[src/rtl/feedback_uart_rx.sv]
// UART 8N1 receiver for the kitchen feedback link. Every good byte is published on rx_byte, and
// status frames (tag 2'b01) are also latched into feedback_sig.
module feedback_uart_rx #(
    parameter int unsigned CLKS_PER_BIT = 16
) (
    input  logic       clk,
    input  logic       rst_n,
    input  logic       rx,
    output logic [7:0] rx_byte,
    output logic       rx_valid,
    output logic [7:0] feedback_sig,
    output logic       feedback_valid,
    output logic       frame_err
);

    localparam int unsigned CntW = $clog2(CLKS_PER_BIT);
    localparam logic [CntW-1:0] HalfMax = CntW'(CLKS_PER_BIT / 2 - 1);
    localparam logic [CntW-1:0] FullMax = CntW'(CLKS_PER_BIT - 1);

    typedef enum logic [2:0] {StIdle, StStart, StData, StStop, StBreak} state_e;

    state_e          state_q, state_d;
    logic [CntW-1:0] clk_cnt_q, clk_cnt_d;
    logic [2:0]      bit_idx_q, bit_idx_d;
    logic [7:0]      shift_q, shift_d;
    logic [7:0]      rx_byte_q, rx_byte_d;
    logic [7:0]      fb_sig_q, fb_sig_d;
    logic            rx_valid_q, rx_valid_d;
    logic            fb_valid_q, fb_valid_d;
    logic            frame_err_q, frame_err_d;
    logic            rx_meta_q, rxs_q;

    // Both synchronizer flops reset to the idle level so reset never looks like a start bit.
    always_ff @(posedge clk or negedge rst_n) begin
        if (!rst_n) begin
            rx_meta_q <= 1'b1;
            rxs_q     <= 1'b1;
        end else begin
            rx_meta_q <= rx;
            rxs_q     <= rx_meta_q;
        end
    end

    always_ff @(posedge clk or negedge rst_n) begin
        if (!rst_n) begin
            state_q     <= StIdle;
            clk_cnt_q   <= '0;
            bit_idx_q   <= '0;
            shift_q     <= '0;
            rx_byte_q   <= '0;
            fb_sig_q    <= '0;
            rx_valid_q  <= 1'b0;
            fb_valid_q  <= 1'b0;
            frame_err_q <= 1'b0;
        end else begin
            state_q     <= state_d;
            clk_cnt_q   <= clk_cnt_d;
            bit_idx_q   <= bit_idx_d;
            shift_q     <= shift_d;
            rx_byte_q   <= rx_byte_d;
            fb_sig_q    <= fb_sig_d;
            rx_valid_q  <= rx_valid_d;
            fb_valid_q  <= fb_valid_d;
            frame_err_q <= frame_err_d;
        end
    end

    always_comb begin
        state_d     = state_q;
        clk_cnt_d   = clk_cnt_q;
        bit_idx_d   = bit_idx_q;
        shift_d     = shift_q;
        rx_byte_d   = rx_byte_q;
        fb_sig_d    = fb_sig_q;
        rx_valid_d  = 1'b0;
        fb_valid_d  = 1'b0;
        frame_err_d = 1'b0;

        case (state_q)
            StIdle: begin
                clk_cnt_d = '0;
                if (!rxs_q) state_d = StStart;
            end
            StStart: begin
                // Re-check the line at mid start bit to reject short glitches.
                if (clk_cnt_q == HalfMax) begin
                    clk_cnt_d = '0;
                    bit_idx_d = '0;
                    state_d   = rxs_q ? StIdle : StData;
                end else begin
                    clk_cnt_d = clk_cnt_q + 1'b1;
                end
            end
            StData: begin
                if (clk_cnt_q == FullMax) begin
                    clk_cnt_d = '0;
                    shift_d   = {rxs_q, shift_q[7:1]};
                    if (bit_idx_q == 3'd7) state_d = StStop;
                    else bit_idx_d = bit_idx_q + 3'd1;
                end else begin
                    clk_cnt_d = clk_cnt_q + 1'b1;
                end
            end
            StStop: begin
                if (clk_cnt_q == FullMax) begin
                    clk_cnt_d = '0;
                    if (rxs_q) begin
                        rx_byte_d  = shift_q;
                        rx_valid_d = 1'b1;
                        if (shift_q[1:0] == 2'b01) begin
                            fb_sig_d   = shift_q;
                            fb_valid_d = 1'b1;
                        end
                        state_d = StIdle;
                    end else begin
                        frame_err_d = 1'b1;
                        state_d     = StBreak;
                    end
                end else begin
                    clk_cnt_d = clk_cnt_q + 1'b1;
                end
            end
            StBreak: begin
                // A held-low line must return high before another start is accepted.
                clk_cnt_d = '0;
                if (rxs_q) state_d = StIdle;
            end
            default: state_d = StIdle;
        endcase
    end

    assign rx_byte        = rx_byte_q;
    assign rx_valid       = rx_valid_q;
    assign feedback_sig   = fb_sig_q;
    assign feedback_valid = fb_valid_q;
    assign frame_err      = frame_err_q;

endmodule
[config.mk]
export PLATFORM = sky130hd
export DESIGN_NAME = feedback_uart_rx
export DESIGN_NICKNAME = d
export VERILOG_FILES = /design/src/rtl/feedback_uart_rx.sv
export SDC_FILE = /design/constraint.sdc
export NUM_CORES = 1
export LEC_CHECK = 0
export BUFFER_PORTS_ARGS = -buffer_cell sky130_fd_sc_hd__clkbuf_2
export CORE_MARGIN = 3
export CORE_UTILIZATION = 35
export CTS_BUF_LIST = sky130_fd_sc_hd__clkbuf_8 sky130_fd_sc_hd__clkbuf_16
export CTS_CLUSTER_SIZE = 30
export DETAILED_ROUTE_END_ITERATION = 8
export HOLD_SLACK_MARGIN = 0.06
export PLACE_DENSITY = 0.57
export REMOVE_ABC_BUFFERS = 1
export SYNTH_ARGS = -nofsm -noshare
export SYNTH_HDL_FRONTEND = slang
export SYNTH_SLANG_ARGS = --single-unit
[constraint.sdc]
create_clock -name clk -period 3.1 [get_ports clk]
set_input_delay 0.155 -clock clk [delete_from_list [all_inputs] [get_ports clk]]
set_output_delay 0.155 -clock clk [all_outputs]
set_load 0.01 [all_outputs]
Word-level counts from Yosys, hierarchy flattened:

Index checks and enable logic that the tools add are counted.

* bits in registers: 39
* word-level logic and storage cells: 64
* input bits: 3
* output and inout port bits: 19

* eq/ne operators: 15
* $add $sub $neg: 2
* mux-type cells: 26
* reductions and logical operators: 10

Operators by type and width (number)
* $mux 3: 10
* $pmux 3 s5: 1
* $ne 2x2->1 const B: 7
* $pmux 4 s3: 1
* $mux 1: 10
* $mux 4: 2
* $reduce_and 4->1: 2
* $eq 3x2->1 const B: 2
* $eq 3x3->1 const B: 2
* $pmux 3 s2: 1
* $reduce_and 6->1: 1
* $add 4x1->4 const B: 1
* $eq 4x3->1 const B: 1
* $eq 4x4->1 const B: 1
* $reduce_or 2->1: 2
* $add 3x1->3 const B: 1
* $eq 3x1->1 const B: 1
* $logic_not 3->1: 1
* $reduce_and 3->1: 1
* $reduce_bool 3->1: 1
* $eq 2x1->1 const B: 1
* $mux 2: 1
* $reduce_and 2->1: 1
* $reduce_bool 2->1: 1

Depth between registers and ports, before layout:

* depth after elaboration: 5
* depth in mapped cells: 5
* gate-level depth less buffers: 5

Worst setup path before layout:

OpenSTA, ideal clock, no wires.

* path type: register to register
* start point: register clk_cnt_q[0]
* end point: register shift_q[0]
* cell stages (with the launch flop): 5
* period minus slack after synthesis: 1.709 ns
* path slack: 1.391 ns
* data required time: 2.975 ns
* data arrival time: 1.584 ns
* library setup time: 0.125 ns
* cells stage by stage: dfrtp_1 > ha_1 > nand4b_4 > nor3b_2 > mux2_2

* word-level cells in the longest chain between the ends: 2

RTL lines
* start, declared: RTL line 23 `logic [CntW-1:0] clk_cnt_q, clk_cnt_d;`
* start signal, assigned: RTL line 57 `clk_cnt_q <= clk_cnt_d;`
* $eq 4x4->1: RTL line 95 `if (clk_cnt_q == FullMax) begin`
* $reduce_and 2->1 (no line)
* end signal, assigned: RTL line 59 `shift_q <= shift_d;`
* end, declared: RTL line 25 `logic [7:0] shift_q, shift_d;`

Every way passes these cells.
A chain may end at the register's enable or synchronous reset.

Final worst setup path:

* start point: register clk_cnt_q[0]
* end point: register shift_q[2]

The elaborated chain is that of the path after synthesis.

==> flow_summary.toml <==
[timing]
relSlewSlack_pct = 36.6
finalSetupViolCount = 0
grt_setup_unrepaired = "false"
post-route-period-util_pct = 61.7
maxSlewViolCount = 0
setup-tns-final_ns = 0
period_needed_ns = 1.91
hold_violations = 0
fin_skew_ns = 0.00366
fmax_mhz = 523
worst_pin_slew_ns = 0.951

[route]
wl_mm = 2.83
detail-route-antenna-nets = 0
num_vias = 1024
drt_first_pass_iters = 4
wl_per_cell_um = 14.2
drt_iter0_markers = 94
via_per_inst = 5.12
drc = 0

[yosys]
syn_area_um2 = 1670
netlist-cell-type-count = 37
ys_seq_area_share_pct = 58.7
synthArstFlopShare_pct = 100
syn_inst = 121
synth_edf_count = 0
synthFlopType = "dfrtp_1"
yosys_warnings = 0
syn_area_per_cell_um2 = 13.8
ys_ff_latch = 39

[pwr]
leakagePower_nw = 0.978
ir_drop_mv = 0.402
powerDensity_nw_per_um2 = 676

[critical_path]
critPathMaxFanout = 9
critPathKind = "flip-flop to flip-flop"
cp-start-kind = "flip-flop"
worstSetupEndpointType = "flip-flop"
cp.required_ns = 3.27
arrival_ns = 2.09

[placed_design]
placed_area_um2 = 1810
hpwl_mm = 1.99
io_buffers = 21
gp_congestion = 0.797

[finish]
num-fill-cells = 390
n_antenna_cell = 0
area_growth_pct = 16.9
seqCellArea_um2 = 978
drive_gt1_share_pct = 42.6
fin_util_pct = 43.6
layout.nets = 153
multi_input_area_um2 = 652
stdcell_area_um2 = 1950

[floorplanning]
io_pins = 22
die_h_um = 75.0
core-area_um2 = 4470
fp.dieArea_um2 = 5630
dieWidth_um = 75.0
start_util_pct = 37.3
num_rows = 24

[run_status]
outcome = "finished, final reports clean"

[clock_network]
numCtsBuffers = 5
clkSlewWorstSetupHoldPaths_ns = 0.07
cts_tree = "yes"
clk_latency_ns = 0.29
htree_levels = 2
cts.sinks = 39
clockBufferDepth = 2
cts_root_buf = "clkbuf_8"
post_cts_buffers = 0

[global_route]
grt_remaining_overflow = 0
grt_max_degree = 40
grt_pass1_wl_mm = 4.56
antenna_found_initial = 0
grt_pass1_vias = 958
grt_use_total_pct = 10.9

[min_path]
hold_path_class = "flip-flop to flip-flop"

[job]
maxCapViolCount = 0
## synth_stat cells (2+ instances only)
cell      count  area [µm²]
clkbuf_1      2        7.51
nand3_1       2        10.0
nor2_1        5        18.8
inv_1         3        11.3
dfstp_2       2        52.6
ha_1          3        37.5
o21ai_0       4        20.0
mux2_2       25         282
nor3b_1       2        15.0
nand2_1       4        15.0
and2_1        2        12.5
dfrtp_1      37         926
a21oi_1       3        15.0
nor2b_1       4        25.0
## worst paths after layout
path	start	endpoint	slack [ns]	cells after the start
worst max-delay path	clk_cnt_q[0]$_DFFE_PN0P_	shift_q[2]$_DFFE_PN0P_	1.19	4
worst min-delay path	rx_meta_q$_DFF_PN1_	rxs_q$_DFF_PN1_	0.36	0
worst max register to register	clk_cnt_q[0]$_DFFE_PN0P_	shift_q[2]$_DFFE_PN0P_	1.19	4
worst min register to register	rx_meta_q$_DFF_PN1_	rxs_q$_DFF_PN1_	0.36	0
max in group asynchronous	rst_n	clk_cnt_q[2]$_DFFE_PN0P_	1.96	2
min in group asynchronous	rst_n	bit_idx_q[2]$_DFFE_PN0P_	0.55	2
## worst max-delay path, cell delays in order, from the launching register on
cell	delay [ns]
dfrtp_1	0.39
ha_1	0.26
nand4b_4	0.16
nor3b_2	0.58
mux2_2	0.41
## through the flow
step	hold slack (ns)	instances	total power [mW]	worst slack [ns]
3_5_place_dp	0.247	190	0.898	1.16
4_1_cts	0.361	200	1.33	1.17
5_1_grt	0.362	200	1.40	1.09
6_report	0.359	200	1.32	1.19
3_3_place_gp	0.247	190	0.887	1.21
2_1_floorplan	-0.141	117	0.827	1.39
## per-layer routing
metal / track usage, % / vias up / share of wire (%)
met4: 5.34 / 0 / 2.1
met1: 13.6 / 516 / 45
met3: 3.74 / 6 / 4.8
met5: 0 / - / 0
li1: - / 481 / -
met2: 16.8 / 21 / 48
## layout make-up
class	instances	area share, %
Timing Repair Buffer	23	6.42
Multi-Input combinational cell	75	33.4
Sequential cell	39	50.2
Clock inverter	2	1.80
Tap cell	52	3.34
Inverter	3	0.578
Clock buffer	6	4.24
## flip-flops by register name, summed over array words and instances, names as in the netlist
name	count
frame_err	1
rxs_q	1
feedback_valid	1
feedback_sig	8
rx_valid	1
shift_q	8
rx_byte	8
state_q	3
clk_cnt_q	4
bit_idx_q	3
rx_meta_q	1
## power breakdown
part	internal [mW]	switching [mW]
registers	0.558	0.0910
logic	0.118	0.121
clock network	0.260	0.169
## kinds of logic (layout without fill, tap and decap cells)
kind of cell / count (synthesis) / in the layout / synth area share, %
adder cells (fa/ha/maj): 3 / 3 / 2.25
XOR/XNOR: 2 / 2 / 1.05
multiplexers: 25 / 25 / 16.9
buffers and inverters: 7 / 34 / 2.25
AO/OA/AOI/OAI: 16 / 16 / 6.60
flip-flops: 39 / 39 / 58.7
AND/OR/NAND/NOR: 29 / 29 / 12.3
## placed cells by master (no fill, tap or decap), drive strengths merged, types with 2 or more instances in the layout
cell          n
a21oi         3
and2          2
clkbuf       27
dfrtp        37
dfstp         2
dlygate4sd3   2
ha            3
inv           3
mux2         25
nand2         4
nand3         2
nor2          6
nor2b         4
nor3b         3
o21ai         4
## what timing repair did
item	in CTS	in global routing
resized for setup	0	0
hold buffers	2	0
hold endpoints to repair	38	0
(Power assumes the default switching activity.)
